### config.mk
export PLATFORM = sky130hd
export DESIGN_NAME = rf_operand_fetch
export DESIGN_NICKNAME = d
export VERILOG_FILES = /design/src/rtl/rf_operand_fetch.sv
export SDC_FILE = /design/constraint.sdc
export NUM_CORES = 1
export LEC_CHECK = 0
export ABC_AREA = 1
export CELL_PAD_IN_SITES_DETAIL_PLACEMENT = 1
export CELL_PAD_IN_SITES_GLOBAL_PLACEMENT = 1
export CORE_AREA = 3 3 133 135
export DETAILED_ROUTE_END_ITERATION = 16
export DIE_AREA = 0 0 136 138
export GPL_ROUTABILITY_DRIVEN = 1
export MAX_ROUTING_LAYER = met4
export PLACE_DENSITY_LB_ADDON = 0.1
export SYNTH_ARGS = -nofsm -noshare
export SYNTH_HDL_FRONTEND = slang
export SYNTH_SLANG_ARGS = --single-unit
### constraint.sdc
create_clock -name clk -period 1.9 [get_ports clk]
set_clock_uncertainty 0.05 [all_clocks]
set_input_delay 0.38 -clock clk [delete_from_list [all_inputs] [get_ports clk]]
set_output_delay 0.38 -clock clk [all_outputs]
set_load 0.005 [all_outputs]
### src/rtl/rf_operand_fetch.sv
// rtl/rf_operand_fetch.sv - 2R1W register-file operand fetch with post-reset clear and write-back forwarding
// Owns the RF write port: zero-fills every entry after reset, then serves write-backs and operand reads.
module rf_operand_fetch #(
  parameter int ADDR_WIDTH = 5,
  parameter int DATA_WIDTH = 32,
  parameter int TAG_WIDTH  = 4,
  parameter bit ZERO_REG   = 1'b1
) (
  input  logic                  clk,
  input  logic                  rst,
  input  logic                  in_valid,
  output logic                  in_ready,
  input  logic [ADDR_WIDTH-1:0] in_src1,
  input  logic [ADDR_WIDTH-1:0] in_src2,
  input  logic [ADDR_WIDTH-1:0] in_dst,
  input  logic [TAG_WIDTH-1:0]  in_tag,
  output logic                  out_valid,
  input  logic                  out_ready,
  output logic [DATA_WIDTH-1:0] out_op1,
  output logic [DATA_WIDTH-1:0] out_op2,
  output logic [ADDR_WIDTH-1:0] out_dst,
  output logic [TAG_WIDTH-1:0]  out_tag,
  input  logic                  wb_valid,
  output logic                  wb_ready,
  input  logic [ADDR_WIDTH-1:0] wb_addr,
  input  logic [DATA_WIDTH-1:0] wb_data,
  output logic [ADDR_WIDTH-1:0] rf_rd_addr1,
  input  logic [DATA_WIDTH-1:0] rf_rd_data1,
  output logic [ADDR_WIDTH-1:0] rf_rd_addr2,
  input  logic [DATA_WIDTH-1:0] rf_rd_data2,
  output logic                  rf_wr_en,
  output logic [ADDR_WIDTH-1:0] rf_wr_addr,
  output logic [DATA_WIDTH-1:0] rf_wr_data,
  output logic                  init_done
);

  typedef enum logic {ST_INIT, ST_RUN} state_t;

  localparam logic [ADDR_WIDTH-1:0] LAST_ADDR = '1;

  state_t                  r_state;
  logic [ADDR_WIDTH-1:0]   r_cnt;
  logic                    r_out_valid;
  logic [ADDR_WIDTH-1:0]   r_src1;
  logic [ADDR_WIDTH-1:0]   r_src2;
  logic [ADDR_WIDTH-1:0]   r_dst;
  logic [TAG_WIDTH-1:0]    r_tag;
  logic                    r_fwd1;
  logic                    r_fwd2;
  logic [DATA_WIDTH-1:0]   r_fwd_data;

  logic w_run;
  logic w_accept;
  logic w_wb_drop;

  assign w_run     = (r_state == ST_RUN);
  assign in_ready  = w_run & (~r_out_valid | out_ready);
  assign w_accept  = in_valid & in_ready;
  assign w_wb_drop = ZERO_REG && (wb_addr == '0);

  assign wb_ready  = w_run;
  assign init_done = w_run;

  // Read ports follow the incoming op on accept, otherwise keep re-reading the held op.
  assign rf_rd_addr1 = w_accept ? in_src1 : r_src1;
  assign rf_rd_addr2 = w_accept ? in_src2 : r_src2;

  assign rf_wr_en   = w_run ? (wb_valid & ~w_wb_drop) : 1'b1;
  assign rf_wr_addr = w_run ? wb_addr : r_cnt;
  assign rf_wr_data = w_run ? wb_data : '0;

  always_ff @(posedge clk) begin
    if (rst) begin
      r_state <= ST_INIT;
      r_cnt   <= '0;
    end else begin
      case (r_state)
        ST_INIT: begin
          r_cnt <= r_cnt + 1'b1;
          if (r_cnt == LAST_ADDR) r_state <= ST_RUN;
        end
        ST_RUN:  r_state <= ST_RUN;
        default: r_state <= ST_INIT;
      endcase
    end
  end

  always_ff @(posedge clk) begin
    if (rst) begin
      r_out_valid <= 1'b0;
      r_src1      <= '0;
      r_src2      <= '0;
      r_dst       <= '0;
      r_tag       <= '0;
    end else if (w_accept) begin
      r_out_valid <= 1'b1;
      r_src1      <= in_src1;
      r_src2      <= in_src2;
      r_dst       <= in_dst;
      r_tag       <= in_tag;
    end else if (out_ready) begin
      r_out_valid <= 1'b0;
    end
  end

  // The RF returns the pre-write value on a same-edge read/write, so capture the write for one cycle.
  always_ff @(posedge clk) begin
    if (rst) begin
      r_fwd1     <= 1'b0;
      r_fwd2     <= 1'b0;
      r_fwd_data <= '0;
    end else begin
      r_fwd1     <= rf_wr_en & (rf_wr_addr == rf_rd_addr1);
      r_fwd2     <= rf_wr_en & (rf_wr_addr == rf_rd_addr2);
      r_fwd_data <= rf_wr_data;
    end
  end

  assign out_valid = r_out_valid;
  assign out_dst   = r_dst;
  assign out_tag   = r_tag;
  assign out_op1   = (ZERO_REG && (r_src1 == '0)) ? '0 : (r_fwd1 ? r_fwd_data : rf_rd_data1);
  assign out_op2   = (ZERO_REG && (r_src2 == '0)) ? '0 : (r_fwd2 ? r_fwd_data : rf_rd_data2);

endmodule
==> results_dict.tcl <==
set metrics [dict create \
    yosysWarnings 0 \
    synth-adder-area-share 0.00634 \
    cp_data_arrival_time_ps 1640 \
    drc 0 \
    grt_use_total 0.228 \
    grt_busiest_layer "met2" \
    nets 1117 \
    violations "setup timing" \
    rrSetupSlack_ps 150 \
    slew_viol_final 0 \
    min_path_type "in -> reg" \
    worst_pin_slew_ps 326 \
    path_delay_family "buffers and inverters" \
    n_antenna_cell 0 \
    relSlewSlack 0.783 \
    hold_slack_ps 378 \
    synth_top_family_by_area "simple AND/OR/NAND/NOR gates" \
    powerDensity_nw_per_um2 402 \
    grt_first_pass_wirelength_um 32400 \
    io_buffer_count 249 \
    syn2layout_area_growth_pct 135 \
    core_um2 16600 \
    wire_per_inst_um 18.1 \
    path_max_fanout 5 \
    place_ws_ps -497 \
    grt_pass1_vias 5833 \
    end_kind "primary output" \
    die-area_um2 18800 \
    antenna_found_initial 0 \
    dp_hpwl_um 14100 \
    dr.pass1.iters 4 \
    yosysUniqueCellTypes 29 \
    hold_viol 0 \
    mappedNetlistArea_um2 3950 \
    cts-root-buf "clkbuf_16" \
    synthCells 585 \
    cts_max_path_buffers 2 \
    setup_viol 67 \
    clk_latency_ps 330 \
    use_met1 0.252 \
    synth_compound_area_frac 0.0479 \
    critPathKind "reg -> out" \
    gp_congestion 0.791 \
    grt_use_met2 0.411 \
    clock_sinks 60 \
    fmax_mhz 483 \
    die_y_um 138 \
    critPathBufInv 5 \
    reg2reg_depth 13 \
    numCtsBuffers 9 \
    ys_seq_elements 60 \
    row_count 47 \
    clk_pin_slew_ps 50 \
    slowest_delay_ps 330 \
    synth_mux_area_frac 0.183 \
    yosysSeqAreaShare 0.304 \
    start_util 0.238 \
    cp.depth 8 \
    drt_first_iter_violations 130 \
    layout_setup_ws_ps -171 \
    synth-simple-area-share 0.281 \
    timing.setup.tns_ps -5700 \
    multi_input_area_um2 2720 \
    worstSetupStartpointType "flop" \
    vias 5324 \
    die_w_um 136 \
    final_common_cell "clkdlybuf4s50_1" \
    critPathRequiredTime_ps 1470 \
    syn_avg_cell_area_um2 6.74 \
    period_share 1.09 \
    drt_wl_total_um 22000 \
    synth_nets 712 \
    grt-ovfl-total 0 \
    fillers 1930 \
    maxCapViolations 0 \
    rsz0062_at_grt "yes" \
    cp_cell_sequence "nor3_4, nand3_4, buf_6, buf_8, buf_8, nand2_2, inv_2, buf_6" \
    final_cell_area_um2 9260 \
    worstHoldPathCells 2 \
    status "finished with violations" \
    ant_nets 0 \
    drive_above_1_share 0.519 \
    gr-usage-met3 0.0414 \
    htreeDepth 3 \
    via_per_inst 4.39 \
    cpMaxStageDelayCell "dfxtp_2" \
    fin_crit_ps 2070 \
    grt_max_degree 26 \
    ios 250 \
    final-seq-area_um2 1220 \
    ir_drop_mv 0.369 \
    cts_tree "yes" \
    placed_area_um2 7300 \
    synth_xor_area_frac 0 \
    p_leak_nw 5.26 \
    most-common-layout-cells "clkdlybuf4s50_1 (130), buf_4 (109), buf_6 (90), inv_1 (72), nand2_1 (68)" \
]
cells by family (layout without fill, tap and decap cells):
family / Yosys count / in the layout
and+or+nand+nor: 260 / 261
buffers and inverters: 168 / 576
muxes: 64 / 64
DFF: 60 / 60
AOI/OAI and AO/OA: 31 / 31
adders and majority gates: 2 / 2
area by class of cell:
type	count	area share
Tap cell	220	0.0297
Clock buffer	13	0.0281
Multi-Input combinational cell	358	0.293
Clock inverter	2	0.00108
Sequential cell	60	0.132
Inverter	134	0.0554
Timing Repair Buffer	427	0.460
worst reg2reg max path, cell delays in order (launching register included):
cell and delay [ps]:
dfxtp_4 360, buf_4 140, buf_6 120, inv_8 60
nor2_4 40, nand3_2 60, nand2_2 60, buf_4 130
buf_4 120, nor2_2 150, nand2_1 90, nor2_1 110
nand2_1 80, nor2_1 110
state kept, by name, indices dropped and copies added, names as in the netlist:
signal      count
init_done       1
out_valid       1
out_tag         4
r_fwd1          1
out_dst         5
r_fwd_data     32
r_cnt           5
r_src2          5
r_src1          5
r_fwd2          1
report_power, final:
group,switching (W),internal (W),leakage [nW]
Clock,0.000598,0.000943,0.135
Sequential,0.0000197,0.00127,0.489
Combinational,0.000329,0.000564,4.63
Total,0.000947,0.00278,5.26
stage by stage:
step,total power [W],instances,utilization
3_3_place_gp,0.00194,1112,0.440
5_1_grt,0.00389,1214,0.558
3_5_place_dp,0.00195,1112,0.440
2_1_floorplan,0.00157,585,-
6_report,0.00372,1214,0.558
4_1_cts,0.00368,1202,0.522
synthesized netlist by cell type:
cell	number	area [um2]
a21oi_1	20	100
a21oi_2	2	17.5
buf_1	3	11.3
buf_12	1	20.0
buf_2	10	50.1
buf_4	7	52.6
buf_6	2	22.5
clkbuf_1	11	41.3
clkinv_2	1	5.00
dfxtp_1	60	1200
ha_1	2	25.0
inv_1	128	480
inv_2	5	18.8
mux2_1	16	180
mux2_2	48	541
nand2_1	157	589
nand2_2	2	12.5
nand2_4	4	45.0
nand3_1	16	80.1
nand3_4	1	17.5
nand4_1	16	100
nor2_1	54	203
nor2_2	2	12.5
nor2_4	1	11.3
nor3_1	6	30.0
o21ai_0	4	20.0
o21ai_2	4	35.0
o21ai_4	1	16.3
or2_0	1	6.26
worst paths after layout:
path                                           endpoint               startpoint
worst min-delay path            out_dst[4]$_SDFFE_PP0N_                      rst
worst max-delay path                        out_op1[26]     r_src1[3]$_SDFF_PP0_
worst max register to register        r_fwd2$_SDFF_PP0_     init_done$_SDFF_PP0_
worst min register to register  out_dst[4]$_SDFFE_PP0N_  out_dst[4]$_SDFFE_PP0N_
routing by layer:
layer	part of all wire	wire, um	vias up
met5	0	0	-
met4	0.041	909	0
met3	0.057	1250	49
met2	0.51	11300	188
met1	0.39	8600	2515
li1	-	-	2572
timing repair:
item                                    4_1_cts  5_1_grt
pin swaps                                    56       46
hold buffers                                  0        0
cloned                                       13        3
endpoints found under the setup margin      115       88
setup buffers                                64       22
resized for setup                           501      249
No activity file was read; power rests on OpenSTA's default activity.
